==> config.mk <==
export PLATFORM = sky130hd
export DESIGN_NAME = day_phase_timer_flat
export DESIGN_NICKNAME = d
export VERILOG_FILES = /design/src/rtl/day_phase_timer_if.sv /design/src/rtl/day_phase_timer.sv /design/src/flat_wrapper.sv
export SDC_FILE = /design/constraint.sdc
export NUM_CORES = 1
export LEC_CHECK = 0
export ABC_AREA = 1
export BUFFER_PORTS_ARGS = -buffer_cell sky130_fd_sc_hd__buf_2
export CORE_ASPECT_RATIO = 0.5
export CORE_UTILIZATION = 34
export CTS_CLUSTER_DIAMETER = 30
export DETAILED_ROUTE_END_ITERATION = 12
export HOLD_SLACK_MARGIN = 0.12
export SYNTH_ARGS = -nofsm -noshare
export SYNTH_HDL_FRONTEND = slang
export SYNTH_SLANG_ARGS = --single-unit
export TNS_END_PERCENT = 5
==> constraint.sdc <==
create_clock -name clk -period 2.35 [get_ports clk]
set_input_delay 0.47 -clock clk [delete_from_list [all_inputs] [get_ports clk]]
set_output_delay 0.47 -clock clk [all_outputs]
set_load 0.02 [all_outputs]
==> src/rtl/day_phase_timer_if.sv <==
// Time-load handshake bundle for day_phase_timer: valid/ready transfer plus the reject pulse.
interface day_phase_timer_if;
    logic       set_valid;
    logic [4:0] set_hour;
    logic [5:0] set_min;
    logic       set_ready;
    logic       set_err;

    modport master (output set_valid, set_hour, set_min, input set_ready, set_err);
    modport slave  (input set_valid, set_hour, set_min, output set_ready, set_err);
endinterface

==> src/rtl/day_phase_timer.sv <==
// Hour:minute clock with one-hot day-phase code for the lighting controller.
// Optional build macro DAY_PHASE_FAST_SIM_EN: every tick_en advances the minute (no prescaler).
module day_phase_timer #(
    parameter int unsigned TICKS_PER_MIN = 60,
    parameter int unsigned MORNING_H     = 6,
    parameter int unsigned AFTERNOON_H   = 12,
    parameter int unsigned EVENING_H     = 18,
    parameter int unsigned NIGHT_H       = 22
) (
    input  logic                clk,
    input  logic                rst_n,
    input  logic                tick_en,
    day_phase_timer_if.slave    set_if,
    output logic [4:0]          hour,
    output logic [5:0]          minute,
    output logic [3:0]          tcode,
    output logic                tcode_valid,
    output logic                phase_chg
);
    localparam logic [4:0] MORN_H  = 5'(MORNING_H);
    localparam logic [4:0] AFTN_H  = 5'(AFTERNOON_H);
    localparam logic [4:0] EVEN_H  = 5'(EVENING_H);
    localparam logic [4:0] NITE_H  = 5'(NIGHT_H);
    localparam logic [7:0] PSC_MAX = 8'(TICKS_PER_MIN - 1);

    typedef enum logic [1:0] {UNSET, RUN, LOAD} state_t;

    state_t     state, state_nxt;
    logic [7:0] presc, presc_nxt;
    logic [4:0] hour_nxt;
    logic [5:0] min_nxt;
    logic [3:0] tcode_nxt;
    logic       tvld_nxt, err_nxt, accept, legal, min_step;

    function automatic logic [3:0] phase_of(input logic [4:0] h);
        if (h >= MORN_H && h < AFTN_H) return 4'b0001;
        if (h >= AFTN_H && h < EVEN_H) return 4'b0010;
        if (h >= EVEN_H && h < NITE_H) return 4'b0100;
        return 4'b1000;
    endfunction

    assign set_if.set_ready = (state != LOAD);
    assign accept = set_if.set_valid && set_if.set_ready;
    assign legal  = (set_if.set_hour <= 5'd23) && (set_if.set_min <= 6'd59);

    always_comb begin
        state_nxt = state;
        hour_nxt  = hour;
        min_nxt   = minute;
        presc_nxt = presc;
        tvld_nxt  = tcode_valid;
        err_nxt   = 1'b0;
        min_step  = 1'b0;

        if (state != UNSET && tick_en) begin
`ifdef DAY_PHASE_FAST_SIM_EN
            min_step = 1'b1;
`else
            if (presc == PSC_MAX) begin
                presc_nxt = 8'd0;
                min_step  = 1'b1;
            end else begin
                presc_nxt = presc + 8'd1;
            end
`endif
        end

        if (min_step) begin
            if (minute == 6'd59) begin
                min_nxt  = 6'd0;
                hour_nxt = (hour == 5'd23) ? 5'd0 : hour + 5'd1;
            end else begin
                min_nxt = minute + 6'd1;
            end
        end

        if (state == LOAD) state_nxt = RUN;

        // A legal load overrides any tick/rollover computed above on the same edge.
        if (accept) begin
            if (legal) begin
                hour_nxt  = set_if.set_hour;
                min_nxt   = set_if.set_min;
                presc_nxt = 8'd0;
                tvld_nxt  = 1'b1;
                state_nxt = LOAD;
            end else begin
                err_nxt = 1'b1;
            end
        end

        tcode_nxt = tvld_nxt ? phase_of(hour_nxt) : 4'b0000;
    end

    always_ff @(posedge clk or negedge rst_n) begin
        if (!rst_n) state <= UNSET;
        else        state <= state_nxt;
    end

    always_ff @(posedge clk or negedge rst_n) begin
        if (!rst_n) begin
            hour           <= 5'd0;
            minute         <= 6'd0;
            presc          <= 8'd0;
            tcode          <= 4'b0000;
            tcode_valid    <= 1'b0;
            set_if.set_err <= 1'b0;
            phase_chg      <= 1'b0;
        end else begin
            hour           <= hour_nxt;
            minute         <= min_nxt;
            presc          <= presc_nxt;
            tcode          <= tcode_nxt;
            tcode_valid    <= tvld_nxt;
            set_if.set_err <= err_nxt;
            phase_chg      <= (tcode_nxt != tcode);
        end
    end
endmodule

==> src/flat_wrapper.sv <==
// flat-port wrapper written by rule: the top's interface ports become plain ports
module day_phase_timer_flat 
#(
    parameter int unsigned TICKS_PER_MIN = 60,
    parameter int unsigned MORNING_H     = 6,
    parameter int unsigned AFTERNOON_H   = 12,
    parameter int unsigned EVENING_H     = 18,
    parameter int unsigned NIGHT_H       = 22
)
  (clk, rst_n, tick_en, hour, minute, tcode, tcode_valid, phase_chg, set_if_set_valid, set_if_set_hour, set_if_set_min, set_if_set_ready, set_if_set_err);
  day_phase_timer_if set_if_i ();
  input  logic clk;
  input  logic rst_n;
  input  logic tick_en;
  output logic [4:0] hour;
  output logic [5:0] minute;
  output logic [3:0] tcode;
  output logic tcode_valid;
  output logic phase_chg;
  input wire logic [$bits(set_if_i.set_valid)-1:0] set_if_set_valid;
  input wire logic [$bits(set_if_i.set_hour)-1:0] set_if_set_hour;
  input wire logic [$bits(set_if_i.set_min)-1:0] set_if_set_min;
  output wire logic [$bits(set_if_i.set_ready)-1:0] set_if_set_ready;
  output wire logic [$bits(set_if_i.set_err)-1:0] set_if_set_err;
  assign set_if_i.set_valid = set_if_set_valid;
  assign set_if_i.set_hour = set_if_set_hour;
  assign set_if_i.set_min = set_if_set_min;
  assign set_if_set_ready = set_if_i.set_ready;
  assign set_if_set_err = set_if_i.set_err;
  day_phase_timer #(.TICKS_PER_MIN(TICKS_PER_MIN), .MORNING_H(MORNING_H), .AFTERNOON_H(AFTERNOON_H), .EVENING_H(EVENING_H), .NIGHT_H(NIGHT_H)) u_core (.clk(clk), .rst_n(rst_n), .tick_en(tick_en), .set_if(set_if_i), .hour(hour), .minute(minute), .tcode(tcode), .tcode_valid(tcode_valid), .phase_chg(phase_chg));
endmodule
After elaboration in Yosys (flattened, before gate mapping)
Index checks and enable logic that the tools add are counted.

Equality and inequality tests: 6. Reductions and logical operators: 7. $lt $le $gt $ge: 8. Mux-type cells: 35. Add/subtract/negate cells: 3.

Operator list (number): 8-bit two-way mux (4); 4-bit two-way mux (7); 5-bit two-way mux (5); 6-bit two-way mux (4); 1-bit two-way mux (12); 5-bit < comparator, second input constant (2); 8-bit by 1-bit adder with 8-bit output, second input constant (1); 8-bit by 6-bit == test with 1-bit output, second input constant (1); 6-bit by 1-bit adder with 6-bit output, second input constant (1); 6-bit == test, second input constant (1); 6-bit less-or-equal comparator, second input constant (1); 1-bit logical AND (6); 2-bit two-way mux (3); 5-bit by 1-bit adder with 5-bit output, second input constant (1); 5-bit == test, second input constant (1); 5-bit by 3-bit >= comparator with 1-bit output, second input constant (1); 5-bit by 4-bit >= comparator with 1-bit output, second input constant (1); 5-bit >= comparator, second input constant (1); 5-bit less-or-equal comparator, second input constant (1); 5-bit by 4-bit < comparator with 1-bit output, second input constant (1); 4-bit != test (1); 2-bit == test, second input constant (1); 2-bit != test, second input constant (1); 2-bit nonzero test (1).

Input bits: 15. Output and inout bits: 19. Flip-flop bits (word level): 28. Logic and storage cells: 67.

Logic depth before layout (Yosys ltp)
Gate-level depths: netlist of the first run.

Word-level depth: 17. Depth in mapped cells: 17. Depth with buffers taken out: 17.

Worst setup path before layout of the first run
OpenSTA, ideal clock, no wires.

Path kind: register -> register. Start: register u_core.minute[0]. End: register u_core.phase_chg. Period minus slack after synthesis: 2.042 ns. Buffers on the path: 0. Stages on the path, launching flop included: 15. Path slack: 0.308 ns. Data required time: 2.223 ns. Data arrival time: 1.915 ns. Library setup time: 0.127 ns. Cells stage by stage: dfrtp_1 ha_1 nand3_1 nor2_4 nand3_4 nor2_2 nor2_2 nand2_4 nand2_8 o21ai_2 nand3_2 nand2_2 nand2_2 nor2_2 nand3_1.

Cells in the longest elaborated chain, start to end: 15. Elaborated cells between the ends (all ways): 27. Classes of those cells: 6 x order compare; 2 x eq/ne; 16 x mux; 3 x reduce/logical.

RTL lines: start, declared (RTL line day_phase_timer.sv:15) `output logic [5:0] minute,`; start signal, assigned (RTL line day_phase_timer.sv:111) `minute <= min_nxt;`; 6-bit == test (*) (RTL line day_phase_timer.sv:69) `if (minute == 6'd59) begin`; 5-bit two-way mux (*) (RTL line day_phase_timer.sv:69); 5-bit two-way mux (*) (RTL line day_phase_timer.sv:68) `if (min_step) begin`; 5-bit two-way mux (RTL line day_phase_timer.sv:81) `if (legal) begin`; 5-bit two-way mux (*) (RTL line day_phase_timer.sv:80) `if (accept) begin`; via u_core.hour_nxt[3] (RTL line day_phase_timer.sv:30) `logic [4:0] hour_nxt;`; 5-bit >= comparator / 5-bit < comparator (equally long branches) (RTL line day_phase_timer.sv:38) `if (h >= EVEN_H && h < NITE_H) return 4'b0100;`; 1-bit logical AND (RTL line day_phase_timer.sv:38); 1-bit two-way mux (2 in a row) (RTL line day_phase_timer.sv:38); 1-bit two-way mux (RTL line day_phase_timer.sv:37) `if (h >= AFTN_H && h < EVEN_H) return 4'b0010;`; 4-bit two-way mux (RTL line day_phase_timer.sv:39) `return 4'b1000;`; 4-bit two-way mux (RTL line day_phase_timer.sv:38); 4-bit two-way mux (*) (RTL line day_phase_timer.sv:37); 4-bit two-way mux (*) (RTL line day_phase_timer.sv:92) `tcode_nxt = tvld_nxt ? phase_of(hour_nxt) : 4'b0000;`; 4-bit != test (*) (RTL line day_phase_timer.sv:116) `phase_chg <= (tcode_nxt != tcode);`; end signal, assigned (RTL line day_phase_timer.sv:116); end, declared (RTL line day_phase_timer.sv:18) `output logic phase_chg`.

Mark *: on every way through the listed nets, which the timed path passes. The rest lies on a longest branch. The select of a mux whose other input is x is not followed.

Worst setup path after layout of the first run
Start: register u_core.presc[0]. End: register u_core.phase_chg.

Cells in the longest elaborated chain, start to end: 16. Elaborated cells between the ends (all ways): 28. Classes of those cells: 6 x order compare; 2 x eq/ne; 17 x mux; 3 x reduce/logical.

RTL lines: start, declared (RTL line day_phase_timer.sv:29) `logic [7:0] presc, presc_nxt;`; start signal, assigned (RTL line day_phase_timer.sv:112) `presc <= presc_nxt;`; 8-bit by 6-bit == test with 1-bit output (*) (RTL line day_phase_timer.sv:59) `if (presc == PSC_MAX) begin`; 1-bit two-way mux (*) (RTL line day_phase_timer.sv:59); 1-bit two-way mux (*) (RTL line day_phase_timer.sv:55) `if (state != UNSET && tick_en) begin`; 5-bit two-way mux (*) (RTL line day_phase_timer.sv:68); 5-bit two-way mux (RTL line day_phase_timer.sv:81); 5-bit two-way mux (*) (RTL line day_phase_timer.sv:80); via u_core.hour_nxt[3] (RTL line day_phase_timer.sv:30); 5-bit >= comparator / 5-bit < comparator (equally long branches) (RTL line day_phase_timer.sv:38); 1-bit logical AND (RTL line day_phase_timer.sv:38); 1-bit two-way mux (2 in a row) (RTL line day_phase_timer.sv:38); 1-bit two-way mux (RTL line day_phase_timer.sv:37); 4-bit two-way mux (RTL line day_phase_timer.sv:39); 4-bit two-way mux (RTL line day_phase_timer.sv:38); 4-bit two-way mux (*) (RTL line day_phase_timer.sv:37); 4-bit two-way mux (*) (RTL line day_phase_timer.sv:92); 4-bit != test (*) (RTL line day_phase_timer.sv:116).

Marked as above.

==> results of run 1 <==
registers in the layout (all words and copies together) (netlist names):
name / flops
u_core.phase_chg: 1
u_core.tcode_valid: 1
u_core.hour: 5
u_core.tcode: 4
u_core.presc: 8
u_core.state: 2
u_core.set_if.set_err: 1
u_core.minute: 6
synthesized netlist by cell type (2+ instances only):
cell type and number:
a21boi_0 2, a21oi_1 7, a32o_1 2, buf_2 3, dfrtp_1 28, ha_1 3
inv_1 28, inv_2 7, nand2_1 56, nand2_2 11, nand2_4 5, nand3_1 13
nand3_2 5, nand3_4 3, nand4_1 8, nor2_1 13, nor2_2 7, nor2_4 6
nor2_8 2, nor3_1 4, nor3b_1 2, o21a_1 2, o21ai_0 7, o21bai_1 2
or2_2 4, xor2_1 2
final timing paths:
check	to	startpoint	slack, ns	cells past startpoint
worst min register to register	u_core.state[1]	u_core.state[0]	0.53	2
worst max register to register	u_core.phase_chg	u_core.presc[0]	0.22	16
worst min-delay path	u_core.set_if.set_err	rst_n	0.23	1
min in group clk	u_core.minute[0]	set_if_set_min[0]	0.42	2
max in group asynchronous	u_core.hour[0]	rst_n	1.69	1
worst max-delay path	u_core.phase_chg	u_core.presc[0]	0.22	16
metal layers:
| layer | share of wire, % | track usage, % | vias to the layer above | routed length (um) |
|---|---|---|---|---|
| met5 | 0 | 0 | - | 0 |
| met4 | 1.9 | 6.371 | 0 | 82 |
| met3 | 3.9 | 3.778 | 9 | 164 |
| met2 | 45 | 24.59 | 27 | 1929 |
| met1 | 49 | 20.31 | 761 | 2077 |
| li1 | - | - | 843 | - |
cell families after synthesis:
| logic type | Yosys count | share of synthesized area (%) |
|---|---|---|
| and+or+nand+nor | 143 | 44.35 |
| adders and majority gates | 3 | 1.948 |
| DFF | 28 | 36.36 |
| AOI/OAI and AO/OA | 24 | 7.921 |
| xor gates and xnor gates | 3 | 1.364 |
| buffers and inverters | 39 | 8.052 |
through the flow:
step / hold slack (ns) / setup WS (ns)
global route: 0.2872 / 0.005040
detailed placement: 0.5081 / 0.1656
finish: 0.2267 / 0.2232
floorplan: 0.1744 / 0.3079
global placement: 0.5185 / 0.2159
CTS: 0.2532 / 0.1887
worst max-delay path: cells and delay by family, from the launching register on:
kind          cells  cell delay [ns]
fa+ha+maj         1             0.21
flops             1             0.38
simple gates     15             1.43
report_power, final:
part	switching [mW]	internal (mW)
Combinational	0.824	0.463
Clock	0.173	0.340
Sequential	0.164	0.637
final cells by class:
type                            count  area (sq um)  area share, %
Sequential cell                    28         700.7          30.57
Tap cell                           70         87.58          3.821
Clock buffer                        3         75.07          3.275
Inverter                           36         140.1          6.114
Clock inverter                      1         30.03          1.310
Multi-Input combinational cell    173          1071          46.72
Timing Repair Buffer               36         187.7          8.188
==> out/qor.txt, run 1 <==
Reg clk slew, reported paths: 0.07 ns
maximum root-to-sink buffer count: 2
Ys Warns: 0
Clock Latency Late Sink: 0.27 ns
Finish-stage setup viols: 0
Pwr Total: 2.600 mW
die area: 5991 sq um
max incr delay on CP: 0.38 ns
clock sink count: 28
placed cell area: 2187 sq um
CTS buffer count: 3
ys async rst share: 100.0%
worst-margin pin slew: 0.6655 ns
number of gates resized after cts: 0
Req. time, crit path: 2.50 ns
Yosys top cell by area: dfrtp_1
Yosys cell types: 34
Core Area: 5180 sq um
top-area cell type share of the netlist area: 36.36%
largest net degree at the start of global routing: 29
Setup TNS: 0 ns
ratio of cells with drive above 1 in the final layout: 34.30%
Core Rows: 18
final period utilization: 90.50%
FMAX: 470.2 MHz
Vias: 1640
most common cell after layout, fill and taps aside: nand2_1
global-route wire length before repair: 7.203 mm
aggregate routed wire length: 4.254 mm
routed vias/inst: 4.726
Gate Count Post-Synth: 240
Mapped Area: 1927 sq um
Initial Util: 37.20%
Non-Filler Instances: 347
most frequent cells in the layout: 56 x nand2_1, 33 x buf_2, 28 x inv_1, 28 x dfrtp_1
outcome: complete, no violations
most used cell along the critical path: nand2_1
GRT Overall Usage: 15.55%
fin. max-slew vios: 0
final instance area: 2292 sq um
Final GP Congestion: 0.8014
total setup buffers inserted after CTS: 0
EDFF count, synth: 0
CTS Root Cell: clkbuf_16
Seq/Total Area, Yosys: 36.36%
post-layout min period: 2.127 ns
Layout Skew: 0.006821 ns
Leak Pwr: 1.156 nW
top cells by area, synth: dfrtp_1 36%, nand2_1 11%, inv_1 5.5%, nand2_2 3.6%, nor2_4 3.5%
number of top-level pins: 34
RSZ-0062 raised after global routing: no
port bufs: 33
crit path max fanout: 8
CP Launch Type: register
nets: 296
Worst slew margin: 55.64%
# DRC: 0
kind of critical path: reg -> reg
Die Span X: 108.5 um
worst hold path class: in -> async
Die Ht: 55.23 um
CP endpoint kind: register
Post-Place Cells: 343
number of synthesized register bits: 28
area delta synth->final: 18.96%
GRT overflow: 0
Final Hold Fails: 0
Fill cells: 519
dpl hpwl: 3.349 mm
critical-path cell list: ha_1, nand2_1, nor2_2, nand2_4, nor2_8, nand3_2, nand2_2, nand2_4, nand2_8, nor2_4, nor2_4, nand2_1, nand2_1, nand2_1, nor2_2, nand3_1
initial antenna violation count: 0
PwrDens: 1134 nW/um^2
final core utilization: 44.25%
top_reg_cell synth: dfrtp_1
H-tree levels: 1
Mean Syn Cell Area: 8.029 sq um
number of global-route vias before repair: 1536
Routed Antenna Nets: 0
Syn Nets: 258
DRT Pass-1 Iters: 4
Crit path arrival time: 2.28 ns
Worst IR Drop VDD: 493.7 uV
CTS tree: done
hold_buf cts: 0
Slowest-stage cell, CP: dfrtp_1
Avg WL per Cell: 12.26 um
max_cap viols: 0
n_diodes: 0
initial drt markers: 54
(Power assumes the default switching activity.)
==> run 2, diff against run 1 <==
--- a/config.mk
+++ b/config.mk
@@ -12,6 +12,7 @@
 export CTS_CLUSTER_DIAMETER = 30
 export DETAILED_ROUTE_END_ITERATION = 12
 export HOLD_SLACK_MARGIN = 0.12
+export PLACE_DENSITY = 0.5
 export SYNTH_ARGS = -nofsm -noshare
 export SYNTH_HDL_FRONTEND = slang
 export SYNTH_SLANG_ARGS = --single-unit
==> run 2 against run 1 <==
  * Die area stayed put
  * Clock skew hardly changed
  * Routed wire length stayed put
  * Critical path depth is 2 lower
  * Final area is 1.0% lower
  * Clock-buffer cell count is 1 higher
  * Combinational power hardly changed
  * Register-to-register slack hardly changed
  * Setup slack worse by 0.0079 ns
  * Sequential cell count stayed put
  * Sequential power hardly changed
==> out/qor.txt, run 2 (synthesized netlist as in run 1, its figures left out) <==
number of gates resized after cts: 0 (unchanged)
area of the multi-input gates: 1071 sq um (unchanged)
global-route wire length before repair: 7.051 mm (was 7.203 mm)
max reg flops: 8 (unchanged)
final instance area: 2268 sq um (was 2292 sq um)
crit path max fanout: 6 (was 8)
maximum root-to-sink buffer count: 2 (unchanged)
Reg clk slew, reported paths: 0.07 ns (about the same)
Seq pwr share: 32.0% (was 30.8%)
H-tree levels: 1 (unchanged)
Die Span X: 108.5 um (unchanged)
Core Rows: 18 (unchanged)
Fill cells: 538 (was 519)
die area: 5991 sq um (unchanged)
final period utilization: 90.84% (was 90.50%)
Avg WL per Cell: 12.29 um (was 12.26 um)
most frequent cells in the layout: 56 x nand2_1, 33 x buf_2, 28 x inv_1, 28 x dfrtp_1 (unchanged)
Crit path arrival time: 2.29 ns (was 2.28 ns)
routed vias/inst: 4.613 (was 4.726)
outcome: complete, no violations (unchanged)
CTS buffer count: 3 (unchanged)
Gate power share: 50.8% (was 49.5%)
clock sink count: 28 (unchanged)
Switching Fraction: 46.11% (was 44.63%)
# DRC: 0 (unchanged)
PwrDens: 1109 nW/um^2 (was 1134 nW/um^2)
fin. max-slew vios: 0 (unchanged)
largest registers: u_core.presc (8), u_core.minute (6), u_core.hour (5) (unchanged)
total setup buffers inserted after CTS: 0 (unchanged)
Layout Skew: 0.006930 ns (was 0.006821 ns)
Req. time, crit path: 2.50 ns (about the same)
largest register by flop count: u_core.presc (unchanged)
area delta synth->final: 17.73% (was 18.96%)
Finish-stage setup viols: 0 (unchanged)
Routed Antenna Nets: 0 (unchanged)
n_diodes: 0 (unchanged)
number of global-route vias before repair: 1448 (was 1536)
worst hold path class: in -> async (unchanged)
CP Launch Type: register (unchanged)
GRT Overall Usage: 15.47% (was 15.55%)
initial drt markers: 82 (was 54)
Worst IR Drop VDD: 525.9 uV (was 493.7 uV)
Leak Pwr: 1.145 nW (was 1.156 nW)
Clock Latency Late Sink: 0.27 ns (about the same)
CTS tree: done (unchanged)
GRT overflow: 0 (unchanged)
Final GP Congestion: 0.8305 (was 0.8014)
Power Internal: 1.356 mW (was 1.440 mW)
ratio of cells with drive above 1 in the final layout: 34.06% (was 34.30%)
largest net degree at the start of global routing: 29 (unchanged)
worst r2r src: u_core.minute[1] (was u_core.presc[0])
Worst slew margin: 56.18% (was 55.64%)
initial antenna violation count: 0 (unchanged)
Crit. Startpoint: u_core.minute[1] (was u_core.presc[0])
worst-margin pin slew: 0.6573 ns (was 0.6655 ns)
FMAX: 468.5 MHz (was 470.2 MHz)
kind of critical path: reg -> reg (unchanged)
post-layout min period: 2.135 ns (was 2.127 ns)
Vias: 1596 (was 1640)
Final Hold Fails: 0 (unchanged)
placed cell area: 2180 sq um (was 2187 sq um)
Core Area: 5180 sq um (unchanged)
CTS Root Cell: clkbuf_16 (unchanged)
nets: 295 (was 296)
CP endpoint kind: register (unchanged)
sequential cell area: 700.7 sq um (unchanged)
port bufs: 33 (unchanged)
Initial Util: 37.20% (unchanged)
most common cell after layout, fill and taps aside: nand2_1 (unchanged)
RSZ-0062 raised after global routing: no (unchanged)
Die Ht: 55.23 um (unchanged)
aggregate routed wire length: 4.254 mm (unchanged)
dpl hpwl: 3.399 mm (was 3.349 mm)
Clock Power Share: 17.3% (was 19.7%)
Setup TNS: 0 ns (unchanged)
Psw: 1.160 mW (was 1.161 mW)
number of top-level pins: 34 (unchanged)
hold_buf cts: 0 (unchanged)
max_cap viols: 0 (unchanged)
DRT Pass-1 Iters: 4 (unchanged)
[run 2: cell types whose count changed in the layout (fill, tap and decap cells not counted), sizes merged]
cell / delta
bufinv: -1
buf: -1
clkbuf: +1
[run 2: worst max-delay path, cell delays in order, from the launching register on]
cell	delay [ns]
dfrtp_1	0.41
ha_1	0.22
nand3_1	0.13
nor2_4	0.20
nand3_4	0.13
nor2_2	0.12
nor2_2	0.06
nand2_4	0.08
nand2_8	0.06
o21ai_2	0.19
nand2_1	0.10
nand4_1	0.11
nand2_1	0.06
nand2_1	0.07
nand3_1	0.06
[run 2: per-stage QoR]
step | setup WS, ns | hold slack (ns) | cells | total power [mW] | util [%]
after global placement | 0.2058 | 0.5095 | 342 | 2.093 | 42.08
after detailed placement | 0.1849 | 0.5160 | 342 | 2.099 | 42.08
final | 0.2153 | 0.2297 | 346 | 2.515 | 43.79
after CTS | 0.2228 | 0.2519 | 346 | 2.549 | 43.79
after floorplan | 0.3079 | 0.1744 | 240 | 1.767 | -
after global routing | 0.04127 | 0.2892 | 346 | 2.714 | 43.79
[run 2: routing by layer]
metal / up-vias / share of wire (%) / global-route usage, %
met5: - / 0 / 0
met4: 0 / 0.40 / 2.896
met3: 2 / 4.5 / 5.077
met2: 17 / 42 / 21.88
met1: 733 / 53 / 22.78
li1: 844 / - / -
[run 2: worst paths after layout]
| path | slack [ns] | end | depth (start not counted) |
|---|---|---|---|
| min in group clk | 0.42 | u_core.minute[0] | 2 |
| worst min-delay path | 0.23 | u_core.tcode[3] | 1 |
| worst max-delay path | 0.22 | u_core.phase_chg | 14 |
| worst min register to register | 0.52 | u_core.state[1] | 2 |
| max in group asynchronous | 1.70 | u_core.hour[3] | 1 |
| worst max register to register | 0.22 | u_core.phase_chg | 14 |
[run 2: final cells by class]
type | instances | share of cell area [%]
Tap cell | 70 | 3.861
Inverter | 36 | 6.178
Multi-Input combinational cell | 173 | 47.21
Timing Repair Buffer | 35 | 7.943
Clock buffer | 4 | 3.916
Sequential cell | 28 | 30.89
[run 2: power by group through the flow]
stage / Sequential (mW) / Clock [mW] / Combinational, mW
6_report: 0.804 / 0.434 / 1.28
2_1_floorplan: 0.915 / 0 / 0.852
5_1_grt: 0.824 / 0.470 / 1.42
3_3_place_gp: 0.810 / 0 / 1.28
3_5_place_dp: 0.812 / 0 / 1.29
4_1_cts: 0.803 / 0.452 / 1.29
==> run 3, diff against run 2 <==
--- a/config.mk
+++ b/config.mk
@@ -9,10 +9,12 @@
 export BUFFER_PORTS_ARGS = -buffer_cell sky130_fd_sc_hd__buf_2
 export CORE_ASPECT_RATIO = 0.5
 export CORE_UTILIZATION = 34
+export CTS_BUF_LIST = sky130_fd_sc_hd__clkbuf_4
 export CTS_CLUSTER_DIAMETER = 30
 export DETAILED_ROUTE_END_ITERATION = 12
 export HOLD_SLACK_MARGIN = 0.12
 export PLACE_DENSITY = 0.5
+export RECOVER_POWER = 100
 export SYNTH_ARGS = -nofsm -noshare
 export SYNTH_HDL_FRONTEND = slang
 export SYNTH_SLANG_ARGS = --single-unit
==> run 3 against run 2 <==
  * The run now ends with capacitance limit, slew limit left
  * Via count rose by 0.38%
  * Setup slack got worse by 0.038 ns
  * Clock power fell by 50%
  * Combinational power fell by 3%
  * Global-route usage did not move
  * Clock-buffer cell count fell by 1
  * Largest cell class unchanged
  * Highest routed layer unchanged
==> out/qor.txt, run 3 (synthesized netlist as in run 1, its figures left out) <==
global-route wire length before repair: 7.024 mm (was 7.051 mm)
Die Ht: 55.23 um (unchanged)
Clock Power Share: 9.7% (was 17.3%)
Post-Place Cells: 342 (unchanged)
total setup buffers inserted after CTS: 0 (unchanged)
CTS buffer count: 3 (unchanged)
Core Rows: 18 (unchanged)
largest register by flop count: u_core.presc (unchanged)
Worst IR Drop VDD: 496.2 uV (was 525.9 uV)
max reg flops: 8 (unchanged)
FMAX: 460.2 MHz (was 468.5 MHz)
worst-margin pin slew: 1.585 ns (was 0.6573 ns)
number of gates resized after cts: 0 (unchanged)
largest net degree at the start of global routing: 29 (unchanged)
Setup TNS: 0 ns (unchanged)
# DRC: 0 (unchanged)
worst hold path class: in -> reg (was in -> async)
final core utilization: 41.81% (was 43.79%)
Core Area: 5180 sq um (unchanged)
kind of critical path: reg -> reg (unchanged)
die area: 5991 sq um (unchanged)
port bufs: 33 (unchanged)
Gate power share: 54.8% (was 50.8%)
hold slack: 0.3245 ns (was 0.2297 ns)
Worst Path Buf+Inv: 0 (unchanged)
Final GP Congestion: 0.8305 (unchanged)
placed cell area: 2180 sq um (unchanged)
largest registers: u_core.presc (8), u_core.minute (6), u_core.hour (5) (unchanged)
initial antenna violation count: 0 (unchanged)
critical-path cell list: ha_1, nand3_1, nor2_4, nand3_4, nor2_2, nor2_2, nand2_4, nand2_8, o21ai_2, nand2_1, nand4_1, nand2_1, nand2_1, nand3_1 (unchanged)
dpl hpwl: 3.399 mm (unchanged)
Finish-stage setup viols: 0 (unchanged)
final worst slack: 0.1769 ns (was 0.2153 ns)
ratio of cells with drive above 1 in the final layout: 24.64% (was 34.06%)
CP endpoint kind: register (unchanged)
clock sink count: 28 (unchanged)
outcome: complete, but fails checks (was complete, no violations)
initial drt markers: 86 (was 82)
Req. time, crit path: 2.59 ns (was 2.50 ns)
Crit path arrival time: 2.42 ns (was 2.29 ns)
fin. max-slew vios: 29 (was 0)
nets: 295 (unchanged)
number of global-route vias before repair: 1440 (was 1448)
hold_buf cts: 0 (unchanged)
Routed Antenna Nets: 0 (unchanged)
Die Span X: 108.5 um (unchanged)
routed vias/inst: 4.630 (was 4.613)
final period utilization: 92.47% (was 90.84%)
pre-CTS setup slack: 0.1849 ns (unchanged)
Layout Skew: 0.01593 ns (was 0.006930 ns)
area delta synth->final: 12.40% (was 17.73%)
RSZ-0062 raised after global routing: no (unchanged)
crit path max fanout: 6 (unchanged)
final instance area: 2166 sq um (was 2268 sq um)
most frequent cells in the layout: 58 x nand2_1, 29 x inv_1, 28 x dfrtp_1 (was 56 x nand2_1, 33 x buf_2, 28 x inv_1, 28 x dfrtp_1)
n_diodes: 0 (unchanged)
Avg WL per Cell: 12.29 um (about the same)
max incr delay on CP: 0.45 ns (was 0.41 ns)
PwrDens: 1041 nW/um^2 (was 1109 nW/um^2)
most used cell along the critical path: nand2_1 (unchanged)
CP Launch Type: register (unchanged)
Clock Latency Late Sink: 0.35 ns (was 0.27 ns)
Power Internal: 1.116 mW (was 1.356 mW)
number of top-level pins: 34 (unchanged)
GRT overflow: 0 (unchanged)
Reg clk slew, reported paths: 0.17 ns (was 0.07 ns)
CP top delay family: simple AND/OR/NAND/NOR gates (unchanged)
Non-Filler Instances: 346 (unchanged)
Leak Pwr: 1.045 nW (was 1.145 nW)
Slowest-stage cell, CP: dfrtp_1 (unchanged)
Pwr Total: 2.255 mW (was 2.515 mW)
Vias: 1602 (was 1596)
Worst slew margin: -5.638% (was 56.18%)
Final Hold Fails: 0 (unchanged)
aggregate routed wire length: 4.251 mm (was 4.254 mm)
DRT Pass-1 Iters: 4 (unchanged)
GRT Overall Usage: 15.47% (unchanged)
failing checks: capacitance limit, slew limit
Seq pwr share: 35.5% (was 32.0%)
max_cap viols: 1 (was 0)
Psw: 1.139 mW (was 1.160 mW)
most common cell after layout, fill and taps aside: nand2_1 (unchanged)
CTS tree: done (unchanged)
Initial Util: 37.20% (unchanged)
CTS Root Cell: clkbuf_4 (was clkbuf_16)
H-tree levels: 1 (unchanged)
maximum root-to-sink buffer count: 2 (unchanged)
post-layout min period: 2.173 ns (was 2.135 ns)
Switching Fraction: 50.50% (was 46.11%)
reg-to-reg setup timing slack: 0.18 ns (was 0.22 ns)
[run 3: changes by cell type in the layout (fill, tap and decap cells not counted), moves of 2 or more]
cell	before	now
nor2_1	13	15
clkbuf_16	3	0
clkbuf_1	0	20
nor2_2	7	5
nand2_1	56	58
buf_2	33	13
clkbuf_4	0	3
[run 3: worst reg2reg max path: stages (launching register included)]
cell and delay, ns:
dfrtp_1 0.45, ha_1 0.22, nand3_1 0.13, nor2_4 0.20, nand3_4 0.13, nor2_2 0.13
nor2_2 0.06, nand2_4 0.09, nand2_8 0.07, o21ai_2 0.19, nand2_1 0.10, nand4_1 0.11
nand2_1 0.06, nand2_1 0.07, nand3_1 0.06
[run 3: routing by layer]
layer | up-vias | share of wire [%] | track usage, %
li1 | 842 | - | -
met1 | 738 | 52 | 22.48
met2 | 20 | 42 | 21.97
met3 | 2 | 4.9 | 5.785
met4 | 0 | 0.49 | 2.317
met5 | - | 0 | 0
[run 3: layout make-up]
| cell class | count | area [sq um] |
|---|---|---|
| Sequential cell | 28 | 700.7 |
| Clock buffer | 3 | 22.52 |
| Clock inverter | 1 | 3.754 |
| Timing Repair Buffer | 35 | 155.1 |
| Multi-Input combinational cell | 173 | 1056 |
| Inverter | 36 | 140.1 |
| Tap cell | 70 | 87.58 |
| Fill cell | 567 | 3014 |
[run 3: worst paths after layout]
check,from,to,cells past startpoint
worst max-delay path,u_core.minute[1],u_core.phase_chg,14
min in group asynchronous,rst_n,u_core.hour[0],1
worst min-delay path,set_if_set_min[0],u_core.minute[0],2
worst min register to register,u_core.state[0],u_core.state[1],2
worst max register to register,u_core.minute[1],u_core.phase_chg,14
max in group asynchronous,rst_n,u_core.hour[3],1
[run 3: power by group through the flow]
stage	registers (mW)	logic, mW	clock network (mW)
global placement	0.810	1.28	0
CTS	0.801	1.29	0.231
finish	0.800	1.24	0.219
floorplan	0.915	0.852	0
detailed placement	0.812	1.29	0
global route	0.821	1.38	0.245
